<file path="src/rtl/distro_ram_port_arb_pkg.sv">
// distro_ram_pkg: shared types and helpers for the DistroRAM port arbiter
package distro_ram_pkg;
   typedef enum logic [1:0] {RST, INIT, RUN} state_t;
   typedef enum logic {GNT_WR, GNT_RD} grant_t;
   function automatic int depth_of(input int log_dep);
      return 1 << log_dep;
   endfunction
endpackage

</file>
<file path="src/rtl/distro_ram_port_arb_if.sv">
// distro_ram_port_arb_if: request, response and RAM-port signals of the arbiter
interface distro_ram_port_arb_if #(parameter int WIDTH = 8, parameter int LOG_DEP = 3);
   logic               wr_valid;
   logic               wr_ready;
   logic [LOG_DEP-1:0] wr_addr;
   logic [WIDTH-1:0]   wr_data;
   logic               rd_valid;
   logic               rd_ready;
   logic [LOG_DEP-1:0] rd_addr;
   logic               resp_valid;
   logic               resp_ready;
   logic [WIDTH-1:0]   resp_data;
   logic               init_done;
   logic               ram_wen;
   logic [LOG_DEP-1:0] ram_addr;
   logic [WIDTH-1:0]   ram_din;
   logic [WIDTH-1:0]   ram_dout;
   modport slave (
      input  wr_valid, wr_addr, wr_data, rd_valid, rd_addr, resp_ready, ram_dout,
      output wr_ready, rd_ready, resp_valid, resp_data, init_done, ram_wen, ram_addr, ram_din
   );
   modport master (
      output wr_valid, wr_addr, wr_data, rd_valid, rd_addr, resp_ready, ram_dout,
      input  wr_ready, rd_ready, resp_valid, resp_data, init_done, ram_wen, ram_addr, ram_din
   );
endinterface

</file>
<file path="src/rtl/distro_ram_port_arb_rr_arb2.sv">
// rr_arb2: two-way round-robin pick between a write and a read request
module rr_arb2 (
   input  logic clk,
   input  logic rst,
   input  logic req_wr,
   input  logic req_rd,
   output logic gnt_wr,
   output logic gnt_rd
);
   import distro_ram_pkg::*;
   grant_t last;
   // on contention the side that did not win last time goes first
   always_comb begin
      gnt_wr = req_wr & (~req_rd | (last == GNT_RD));
      gnt_rd = req_rd & ~gnt_wr;
   end
   always_ff @(posedge clk or posedge rst) begin
      if (rst) last <= GNT_RD;
      else if (gnt_wr) last <= GNT_WR;
      else if (gnt_rd) last <= GNT_RD;
   end
endmodule

</file>
<file path="src/rtl/distro_ram_port_arb.sv">
// distro_ram_port_arb: zero-fills DistroRAM after reset, then shares its single
// port between a write channel and a read channel with a registered response
module distro_ram_port_arb #(parameter int WIDTH = 8, parameter int LOG_DEP = 3) (
   input logic                  clk,
   input logic                  rst,
   distro_ram_port_arb_if.slave b
);
   import distro_ram_pkg::*;
   localparam logic [LOG_DEP-1:0] LAST = LOG_DEP'(depth_of(LOG_DEP) - 1);
   state_t             state, state_n;
   logic [LOG_DEP-1:0] init_cnt;
   logic [WIDTH-1:0]   resp_data;
   logic               resp_valid, run, init, gnt_wr, gnt_rd;
   assign run  = state == RUN;
   assign init = state == INIT;
   // a read may only win when the response slot is free or being drained
   rr_arb2 u_arb (
      .clk    (clk),
      .rst    (rst),
      .req_wr (run & b.wr_valid),
      .req_rd (run & b.rd_valid & (~resp_valid | b.resp_ready)),
      .gnt_wr (gnt_wr),
      .gnt_rd (gnt_rd)
   );
   always_comb begin
      state_n = state;
      state_n = (state == RST) ? INIT : (init && init_cnt == LAST) ? RUN : state;
   end
   always_ff @(posedge clk or posedge rst) begin
      if (rst) begin
         state      <= RST;
         init_cnt   <= '0;
         resp_valid <= 1'b0;
         resp_data  <= '0;
      end else begin
         state    <= state_n;
         init_cnt <= init ? init_cnt + 1'b1 : init_cnt;
         if (gnt_rd) begin
            resp_valid <= 1'b1;
            resp_data  <= b.ram_dout;
         end else if (resp_valid && b.resp_ready) begin
            resp_valid <= 1'b0;
         end
      end
   end
   assign b.wr_ready   = gnt_wr;
   assign b.rd_ready   = gnt_rd;
   assign b.resp_valid = resp_valid;
   assign b.resp_data  = resp_data;
   assign b.init_done  = run;
   assign b.ram_wen    = init | gnt_wr;
   assign b.ram_addr   = init ? init_cnt : gnt_wr ? b.wr_addr : gnt_rd ? b.rd_addr : '0;
   assign b.ram_din    = gnt_wr ? b.wr_data : '0;
endmodule

</file>
<file path="src/flat_wrapper.sv">
// flat-port wrapper written by rule: the top's interface ports become plain ports
module distro_ram_port_arb_flat import distro_ram_pkg::*;
#(parameter int WIDTH = 8, parameter int LOG_DEP = 3)
  (clk, rst, b_wr_valid, b_wr_addr, b_wr_data, b_rd_valid, b_rd_addr, b_resp_ready, b_ram_dout, b_wr_ready, b_rd_ready, b_resp_valid, b_resp_data, b_init_done, b_ram_wen, b_ram_addr, b_ram_din);
  distro_ram_port_arb_if #(.WIDTH(WIDTH), .LOG_DEP(LOG_DEP)) b_i ();
  input logic clk;
  input logic rst;
  input wire logic [$bits(b_i.wr_valid)-1:0] b_wr_valid;
  input wire logic [$bits(b_i.wr_addr)-1:0] b_wr_addr;
  input wire logic [$bits(b_i.wr_data)-1:0] b_wr_data;
  input wire logic [$bits(b_i.rd_valid)-1:0] b_rd_valid;
  input wire logic [$bits(b_i.rd_addr)-1:0] b_rd_addr;
  input wire logic [$bits(b_i.resp_ready)-1:0] b_resp_ready;
  input wire logic [$bits(b_i.ram_dout)-1:0] b_ram_dout;
  output wire logic [$bits(b_i.wr_ready)-1:0] b_wr_ready;
  output wire logic [$bits(b_i.rd_ready)-1:0] b_rd_ready;
  output wire logic [$bits(b_i.resp_valid)-1:0] b_resp_valid;
  output wire logic [$bits(b_i.resp_data)-1:0] b_resp_data;
  output wire logic [$bits(b_i.init_done)-1:0] b_init_done;
  output wire logic [$bits(b_i.ram_wen)-1:0] b_ram_wen;
  output wire logic [$bits(b_i.ram_addr)-1:0] b_ram_addr;
  output wire logic [$bits(b_i.ram_din)-1:0] b_ram_din;
  assign b_i.wr_valid = b_wr_valid;
  assign b_i.wr_addr = b_wr_addr;
  assign b_i.wr_data = b_wr_data;
  assign b_i.rd_valid = b_rd_valid;
  assign b_i.rd_addr = b_rd_addr;
  assign b_i.resp_ready = b_resp_ready;
  assign b_i.ram_dout = b_ram_dout;
  assign b_wr_ready = b_i.wr_ready;
  assign b_rd_ready = b_i.rd_ready;
  assign b_resp_valid = b_i.resp_valid;
  assign b_resp_data = b_i.resp_data;
  assign b_init_done = b_i.init_done;
  assign b_ram_wen = b_i.ram_wen;
  assign b_ram_addr = b_i.ram_addr;
  assign b_ram_din = b_i.ram_din;
  distro_ram_port_arb #(.WIDTH(WIDTH), .LOG_DEP(LOG_DEP)) u_core (.clk(clk), .rst(rst), .b(b_i));
endmodule
</file>
<file path="config.mk">
export PLATFORM = sky130hd
export DESIGN_NAME = distro_ram_port_arb_flat
export DESIGN_NICKNAME = d
export VERILOG_FILES = /design/src/rtl/distro_ram_port_arb_pkg.sv /design/src/rtl/distro_ram_port_arb_if.sv /design/src/rtl/distro_ram_port_arb_rr_arb2.sv /design/src/rtl/distro_ram_port_arb.sv /design/src/flat_wrapper.sv
export SDC_FILE = /design/constraint.sdc
export NUM_CORES = 1
export LEC_CHECK = 0
export CAP_MARGIN = 25
export CELL_PAD_IN_SITES_DETAIL_PLACEMENT = 1
export CELL_PAD_IN_SITES_GLOBAL_PLACEMENT = 1
export CORE_ASPECT_RATIO = 1.4
export CORE_UTILIZATION = 23
export DETAILED_ROUTE_END_ITERATION = 16
export GPL_ROUTABILITY_DRIVEN = 1
export GPL_TIMING_DRIVEN = 0
export PLACE_DENSITY = 0.74
export SYNTH_ARGS = -nofsm -noshare
export SYNTH_HDL_FRONTEND = slang
export SYNTH_SLANG_ARGS = --single-unit
</file>
<file path="constraint.sdc">
create_clock -name clk -period 1.5 [get_ports clk]
set_clock_uncertainty 0.15 [all_clocks]
set_input_delay 0.375 -clock clk [delete_from_list [all_inputs] [get_ports clk]]
set_output_delay 0.375 -clock clk [all_outputs]
set_load 0.01 [all_outputs]
</file>
# == Word level (Yosys, flattened, before mapping) ==
# Index checks and enable logic that the tools add are counted.
# word_totals
regBits,15
output_inout_bits,24
wordCells,36
# classes
n_addsub,1
n_eq_ne,3
mux,10
n_bitwise,11
n_reduce_logical,6
# ops
op,n
two-way mux 3 bit,3
two-way mux 8 bit,1
nonzero test 2 bit,3
AND 1 bit,5
two-way mux 1 bit,4
two-way mux 2 bit,2
adder 3 x 1 -> 3 bit (second input constant),1
equality test 3 bit (second input constant),1
NOT 1 bit,3
bitwise OR 1 bit,3
equality test 2 x 1 -> 1 bit (second input constant),1
equality test 2 bit (second input constant),1
logical AND 1 bit,2
logical NOT 2 bit,1

# == Logic depth before layout (Yosys ltp) ==
# Gate-level depths: netlist of the first run.
# depth
word_depth,11
ltp_mapped,5
mapped_depth_nobuf,5

# == By module ==
# A second synthesis of the first run with hierarchy kept.
# hier_totals
cells_unflattened,68
area_unflattened_um2,775.7
# modules_own_cells
module,instances,cells_per_inst,area_per_inst_um2
distro_ram_port_arb,1,61,718.2
rr_arb2,1,7,57.6

# == Worst setup path before layout of the first run ==
# No wires, ideal clock.
# synth_timing
path_kind,flip-flop to output port
start,register u_core.state[0]
end,output port b_ram_addr[1]
arrival_time_ps,1211
required_time_ps,975
setup_slack_ps,-236
stages_incl_launch_ff,5
path_buffers,1
path_cell_list,dfrtp_1 -> and2b_2 -> nand4_4 -> buf_6 -> o211ai_1
# synth_between
elab_chain_cells,11
word_cells_on_any_way,13
# synth_lines
item,line,text
from (decl),distro_ram_port_arb.sv:10,"state_t state, state_n;"
from (signal assigned),distro_ram_port_arb.sv:36,state <= state_n;
equality test 2 bit *,distro_ram_port_arb.sv:14,assign run = state == RUN;
net b_init_done,flat_wrapper.sv:19,output wire logic [$bits(b_i.init_done)-1:0] b_init_done;
AND 1 bit (2 in a row),distro_ram_port_arb.sv:21,".req_rd (run & b.rd_valid & (~resp_valid | b.resp_ready)),"
NOT 1 bit,distro_ram_port_arb_rr_arb2.sv:14,gnt_wr = req_wr & (~req_rd | (last == GNT_RD));
bitwise OR 1 bit,distro_ram_port_arb_rr_arb2.sv:14,
AND 1 bit,distro_ram_port_arb_rr_arb2.sv:14,
NOT 1 bit,distro_ram_port_arb_rr_arb2.sv:15,gnt_rd = req_rd & ~gnt_wr;
AND 1 bit,distro_ram_port_arb_rr_arb2.sv:15,
two-way mux 3 bit,distro_ram_port_arb.sv:52,assign b.ram_addr = init ? init_cnt : gnt_wr ? b.wr_addr : gnt_rd ? b.rd_addr : '0;
two-way mux 3 bit * (2 in a row),distro_ram_port_arb.sv:52,
to (decl),flat_wrapper.sv:21,output wire logic [$bits(b_i.ram_addr)-1:0] b_ram_addr;
# The timed path passes the listed nets; every way through them passes the cells marked *.

# == Worst setup path in the final report of the first run ==
# layout_timing
start,register u_core.state[1]
end,output port b_init_done
# layout_between
elab_chain_cells,1
# layout_lines
item,line
equality test 2 bit,distro_ram_port_arb.sv:14
to (decl),flat_wrapper.sv:19
# No other way between the ends.

==> key figures, run 1 <==
Placement
  • GPL Wtd Cong: 0.677
  • Place WS: -1.22 ns
  • Port Buffers: 50
  • DP Wirelength: 1.82 mm
  • Placed cell areas: 1410 µm²

Setup path
  • Worst r2r src: u_core.state[1]
  • Path depth of the worst reg2reg path: 8
  • Slowest CP cell: dfrtp_1
  • FF-to-FF setup slack: -0.15 ns
  • FF-to-FF End: u_core.u_arb.last
  • Critical path arrival: 1.59 ns
  • Crit path kind: reg -> out
  • CP startpoint kind: register
  • Critical path's largest stage delay: 0.41 ns
  • Crit path max fanout: 4
  • Critical Path RT: 0.97 ns
  • Critical Path, Cell by Cell: and2b_2 > buf_4 > buf_6 > buf_6 > buf_6 > buf_6 > buf_6
  • Type of element capturing the critical path: output port
  • Cell mode on critical path: buf_6

STA
  • Max-slew violation count: 0
  • Final hold slack: 0.342 ns
  • Final setup TNS: -8.01 ns
  • Period minus WS final: 2.11 ns
  • PnR worst setup slack: -0.614 ns
  • Unrepaired setup endpoints after global routing: true
  • Final period util: 1.41
  • Fmax: 0.473 GHz
  • Final Hold Viols: 0
  • Worst Tran Pin Value: 0.609 ns
  • Slew margin rel.: 0.594
  • Endpoints failing setup: 22

Route
  • DRT Wirelength: 2.97 mm
  • DRC viols: 0
  • Wl on met1: 1.16 mm
  • Highest metal used: met4
  • Via Count: 862
  • WL per Instance: 15.7 µm
  • Met3 WL: 193 µm
  • 1st-pass router iterations: 2
  • Routed wire length on met2: 1.59 mm
  • ANT nets after route: 0
  • Initial drt markers: 5
  • DR vias/cell: 4.54

Yosys
  • Cells after Synth: 74
  • Compound-Gate Fraction of Synth Area: 0.0773
  • Simple-gate area share of the yosys netlist: 0.244
  • Syn Nets: 103
  • Area contributors post-synth: dfrtp_1 (43%), mux2_4 (11%), and2_1 (6.2%)
  • Post-synthesis xor/xnor area fraction: 0.0108
  • Mapped Area: 810 µm²
  • Sequential-to-total area share from yosys stat: 0.465
  • Post-synth top area share: 0.433
  • Mux cell area share after synthesis: 0.139
  • Top cells by count, synth: dfrtp_1 (14), nand2_1 (12), and2_1 (8)
  • Yosys warning total: 0
  • Seq cells post-synth: 15
  • Post-synth EDFFs: 0
  • Post-Syn Area per Cell: 10.9 µm²
  • Main combinational cell family by area after synthesis: simple AND/OR/NAND/NOR gates
  • Async SR Flop Fraction: 1.00
  • Adder-Cell Fraction of Synth Area: 0.0309
  • Top FF cell, synth: dfrtp_1
  • Post-synth cell types: 21
  • Top-count cell post-synth: dfrtp_1
  • Synth area leader: dfrtp_1

Hold path
  • Worst Hold Class: in -> async

Global route
  • Pin count of the biggest net entering global routing: 16
  • Initial antenna violation count: 0
  • First-pass GRT wire length: 4.56 mm
  • Overflow left after global routing: 0
  • Vias in the first global route: 974
  • GRT Total Usage: 0.166

Power
  • Leakage: 0.816 nW
  • Pwr/cell area: 873 nW/µm²
  • Maximum vdd drop: 0.411 mV
  • Combinational power share: 0.424
  • Sw Share: 0.290
  • Sw power: 433 µW
  • Total power: 1.49 mW
  • Clock power share: 0.227
  • Seq pwr share: 0.349
  • Int Pwr: 1.06 mW

Die
  • Full die area: 3760 µm²
  • Starting Density: 0.240
  • Die width: 52.1 µm
  • DIE HEIGHT: 72.2 µm
  • Total core area: 3380 µm²
  • Row count: 25
  • Num ports: 51

Flow run
  • MaxCap Viol Count: 0

Cells and area
  • ANT cells: 0
  • Area Growth Syn to Fin: 111%
  • Fin area: 1710 µm²
  • Share of layout cells above drive strength 1: 0.480
  • Layout Nets: 180

Clock tree
  • Clock-pin slew on the worst setup and hold paths: 0.06 ns
  • TritonCTS buffer count: 3
  • H-tree depth: 1
  • Clk_lat worst skew: 0.25 ns
  • Clk buf depth: 2
  • CTS sink cnt: 15
  • Clock Tree Root: clkbuf_8
  • CTS tree: built
  • Hold buffers post-CTS: 0

Run status
  • Status: finished, violations left
  • Failing checks: setup timing
[kinds of logic after synthesis]
| kind of cell | count (synthesis) |
|---|---|
| xor+xnor | 1 |
| fa+ha+maj | 2 |
| flops | 15 |
| mux | 8 |
| buf+inv | 5 |
| simple gates | 34 |
| compound gates | 9 |
[placed cells by master, fill, tap and decap left out, types with 2 or more instances in the layout]
| cell | n |
|---|---|
| and2_4 | 8 |
| buf_2 | 3 |
| buf_4 | 9 |
| buf_6 | 23 |
| buf_8 | 2 |
| clkbuf_8 | 3 |
| clkdlybuf4s50_1 | 23 |
| dfrtp_1 | 14 |
| dlygate4sd2_1 | 11 |
| ha_1 | 2 |
| inv_1 | 3 |
| mux2_4 | 7 |
| nand2_1 | 11 |
| nand2b_4 | 3 |
| nor2_1 | 3 |
| o211ai_1 | 5 |
| o21a_4 | 2 |
[registers in the layout, summed over array words and instances, names as in the netlist]
name                 cells
u_core.u_arb.last        1
u_core.init_cnt          3
u_core.state             2
u_core.b.resp_data       8
u_core.b.resp_valid      1
[metal layers]
metal / GRT usage / vias up
met5: 0 / -
met4: 0.0614 / 0
met3: 0.0335 / 4
met2: 0.309 / 44
met1: 0.178 / 411
li1: - / 403
[power groups by stage]
stage          Sequential (mW)  Clock (mW)  Combinational [mW]
4_1_cts                  0.517       0.339               0.588
2_1_floorplan            0.553           0               0.233
6_report                 0.522       0.339               0.634
3_5_place_dp             0.527           0               0.564
5_1_grt                  0.532       0.363               0.674
3_3_place_gp             0.521           0               0.552
[worst max-delay path by stage]
| stage | slack [ns] | cells past startpoint | end | start |
|---|---|---|---|---|
| after floorplan | -0.23 | 4 | b_ram_addr[1] | u_core.state[0] |
| after global placement | -1.15 | 6 | b_ram_addr[1] | b_resp_ready |
| after detailed placement | -1.22 | 6 | b_ram_addr[1] | b_resp_ready |
| after CTS | -0.52 | 5 | b_ram_addr[0] | u_core.state[0] |
| after global routing | -0.66 | 5 | b_ram_addr[0] | u_core.state[0] |
| final | -0.61 | 7 | b_init_done | u_core.state[1] |
[timing repair]
action / in CTS / in global routing
setup buffers: 17 / 7
endpoints found under the setup margin: 32 / 25
cloned: 1 / 0
resized for setup: 98 / 16
pin swaps: 7 / 3
[per-stage QoR]
| stage | std cells | util |
|---|---|---|
| final | 190 | 0.507 |
| after floorplan | 74 | - |
| after CTS | 186 | 0.483 |
| after detailed placement | 164 | 0.418 |
| after global placement | 164 | 0.418 |
| after global routing | 190 | 0.507 |
[worst max-delay path, delay by kind of cell (launching register included)]
kind | cells | cell delay (ns)
buffers and inverters | 6 | 0.67
flip-flops | 1 | 0.41
AND/OR/NAND/NOR | 1 | 0.25
[final cells by class]
cell class,instances,area (µm²)
plain buffers,1,15.0
inverters,4,17.5
well taps,40,50.0
multi-input cells,55,514
fillers,379,1670
flip-flops and latches,15,377
clock buffers,4,45.0
repair buffers,71,693
Note: power is estimated with default switching activity, not from simulation.
==> run 2: changes to the inputs <==
--- a/config.mk
+++ b/config.mk
@@ -14,6 +14,7 @@
 export GPL_ROUTABILITY_DRIVEN = 1
 export GPL_TIMING_DRIVEN = 0
 export PLACE_DENSITY = 0.74
+export REMOVE_ABC_BUFFERS = 1
 export SYNTH_ARGS = -nofsm -noshare
 export SYNTH_HDL_FRONTEND = slang
 export SYNTH_SLANG_ARGS = --single-unit
==> run 2 against run 1 <==
Net effect: the flow still finishes with violations (setup timing); non-clock buffer count is 6 lower; fmax increased by 4.1%; first-iteration DRC count is the same; wire length decreased by 12%; power down 3.5%; worst hold slack gained 0.018 ns; global-route usage fell by 2.1 points; sequential power barely moved; final cell count down 3.7%; die area is the same; highest routed layer is now met3.
==> key figures, run 2 (same netlist as run 1, synthesis figures left out) <==
Setup path
  • Critical Path, Cell by Cell: and3b_2 > buf_6 > buf_6 > o211ai_1 > a31oi_1 > buf_2
  • CP startpoint kind: register
  • CP delay by family, top: flip-flops
  • Crit path max fanout: 3 (-1)
  • Crit path kind: reg -> out
  • Critical path arrival: 1.51 ns (-0.08 ns)
  • Critical path's largest stage delay: 0.38 ns (-0.03 ns)
  • Cell mode on critical path: buf_6
  • Type of element capturing the critical path: output port
  • Slowest CP cell: dfrtp_1
  • CP bufs+invs: 3 (-3)
  • Critical Path RT: 0.97 ns (about the same)

Route
  • 1st-pass router iterations: 2 (unchanged)
  • ANT nets after route: 0 (unchanged)
  • DRC viols: 0 (unchanged)
  • DR vias/cell: 4.49 (-1.1%)
  • Initial drt markers: 5 (unchanged)
  • WL per Instance: 14.2 µm (-9.1%)
  • Via Count: 821 (-4.8%)
  • DRT Wirelength: 2.61 mm (-12%)

Cells and area
  • Largest registers: u_core.b.resp_data x8, u_core.init_cnt x3, u_core.state x2
  • Area Growth Syn to Fin: 96.0%
  • Non-Filler Instances: 183 (-3.7%)
  • Largest register by flop count: u_core.b.resp_data
  • # fillers: 378 (-0.26%)
  • FF/Latch Area: 377 µm² (unchanged)
  • Number of flip-flops in the largest register: 8 (unchanged)
  • Share of layout cells above drive strength 1: 0.427 (-0.0534)
  • Most frequent cells in the layout: clkdlybuf4s50_1 (23), buf_6 (21), dfrtp_1 (14)
  • ANT cells: 0 (unchanged)
  • Multi-input gate area: 468 µm² (-9.0%)
  • Commonest non-fill, non-tap cell in the layout: clkdlybuf4s50_1
  • Layout Nets: 173 (-3.9%)

STA
  • Period minus WS final: 2.03 ns (-0.0833 ns)
  • Unrepaired setup endpoints after global routing: true
  • Final setup TNS: -7.36 ns (+0.650 ns)
  • Endpoints failing setup: 24 (+9.1%)
  • Worst Tran Pin Value: 0.616 ns (+0.00740 ns)
  • Final period util: 1.35 (-0.0555)
  • PnR worst setup slack: -0.531 ns (+0.0833 ns)
  • Fmax: 0.492 GHz (+4.1%)
  • Max-slew violation count: 0 (unchanged)
  • Slew margin rel.: 0.589 (-0.00494)
  • Final Hold Viols: 0 (unchanged)

Run status
  • Status: finished, violations left
  • Failing checks: setup timing

Global route
  • Met3 usage: 0.0294 (-0.00419)
  • Overflow left after global routing: 0 (unchanged)
  • First-pass GRT wire length: 4.08 mm (-10%)
  • Met2 usage in global routing: 0.268 (-0.0413)
  • Busiest grt layer: met2
  • GRT Total Usage: 0.145 (-0.0213)
  • Pin count of the biggest net entering global routing: 16 (unchanged)
  • Vias in the first global route: 886 (-9.0%)
  • Initial antenna violation count: 0 (unchanged)
  • Met1 usage: 0.161 (-0.0170)

Placement
  • DP Wirelength: 1.74 mm (-4.7%)
  • Port Buffers: 50 (unchanged)
  • GPL Wtd Cong: 0.724 (+7.0%)
  • Inst Count DP: 163 (-0.61%)

Die
  • Starting Density: 0.240 (unchanged)
  • Die width: 52.1 µm (unchanged)
  • Row count: 25 (unchanged)
  • Num ports: 51 (unchanged)
  • Total core area: 3380 µm² (unchanged)
  • DIE HEIGHT: 72.2 µm (unchanged)
  • Full die area: 3760 µm² (unchanged)

Flow run
  • MaxCap Viol Count: 0 (unchanged)

Power
  • Pwr/cell area: 909 nW/µm² (+4.1%)
  • Leakage: 0.768 nW (-5.9%)
  • Combinational power share: 0.414 (-0.010)
  • Int Pwr: 1.04 mW (-1.8%)
  • Sw power: 399 µW (-7.8%)
  • Total power: 1.44 mW (-3.5%)
  • Sw Share: 0.277 (-0.0129)
  • Clock power share: 0.226 (about the same)
  • Seq pwr share: 0.360 (+0.011)
  • Maximum vdd drop: 0.563 mV (+37%)

Clock tree
  • CTS sink cnt: 15 (unchanged)
  • H-tree depth: 1 (unchanged)
  • Clock Tree Root: clkbuf_8
  • CTS tree: built
  • Clk buf depth: 2 (unchanged)
  • Clk_lat worst skew: 0.24 ns (about the same)
  • Clock-pin slew on the worst setup and hold paths: 0.06 ns (about the same)
  • Hold buffers post-CTS: 0 (unchanged)
  • TritonCTS buffer count: 3 (unchanged)

Hold path
  • Worst Hold Class: in -> async
## run 2: cell types whose count changed in the layout (fill, tap and decap cells not counted), sizes merged
cell and delta:
buf -5, o21a -1, dlygate4sd2 -1
## run 2: final cells by class
cell class | instances | share of cell area
well taps | 40 | 0.0315
repair buffers | 66 | 0.398
clock buffers | 4 | 0.0284
inverters | 4 | 0.00946
multi-input cells | 54 | 0.295
flip-flops and latches | 15 | 0.237
## run 2: worst paths after layout
| path | cells past startpoint | endpoint | slack, ns | from |
|---|---|---|---|---|
| worst max-delay path | 6 | b_ram_addr[0] | -0.53 | u_core.state[0] |
| worst min-delay path | 2 | u_core.b.resp_data[0] | 0.36 | rst |
| worst max register to register | 6 | u_core.b.resp_data[4] | -0.20 | u_core.state[0] |
| worst min register to register | 1 | u_core.b.resp_data[1] | 0.36 | u_core.b.resp_data[1] |
| max in group asynchronous | 2 | u_core.init_cnt[0] | 0.44 | rst |
| min in group clk | 1 | u_core.b.resp_data[1] | 0.36 | u_core.b.resp_data[1] |
## run 2: worst register-to-register path, delay by kind of cell (launching register included)
family | cells | cell delay, ns
flip-flops | 1 | 0.38
multiplexers | 1 | 0.29
AND/OR/NAND/NOR | 2 | 0.38
buffers and inverters | 3 | 0.39
## run 2: metrics by stage
step                      instance area, µm²   util  setup slack (ns)  hold slack, ns
final                                   1590  0.470            -0.531           0.360
after global routing                    1590  0.470            -0.607           0.370
after CTS                               1520  0.450            -0.536           0.364
after detailed placement                1350  0.399             -1.28           0.346
after global placement                  1350  0.399             -1.22           0.338
after floorplan                          798      -            -0.243           0.126
## run 2: power by group through the flow
stage	clock network (mW)	registers (mW)	logic (mW)
2_1_floorplan	0	0.552	0.193
3_3_place_gp	0	0.525	0.510
3_5_place_dp	0	0.526	0.519
4_1_cts	0.337	0.518	0.568
5_1_grt	0.362	0.528	0.637
6_report	0.326	0.519	0.597
## run 2: repair_timing
item,in CTS,in global routing
resized for setup,99,20
gates cloned,1,0
setup endpoints to repair,33,24
setup buffers,14,4
pin swaps,10,9
## run 2: routing by layer
layer	vias to the layer above	part of all wire
met1	391	0.36
met5	-	0
li1	388	-
met4	0	0
met3	0	0.089
met2	42	0.55
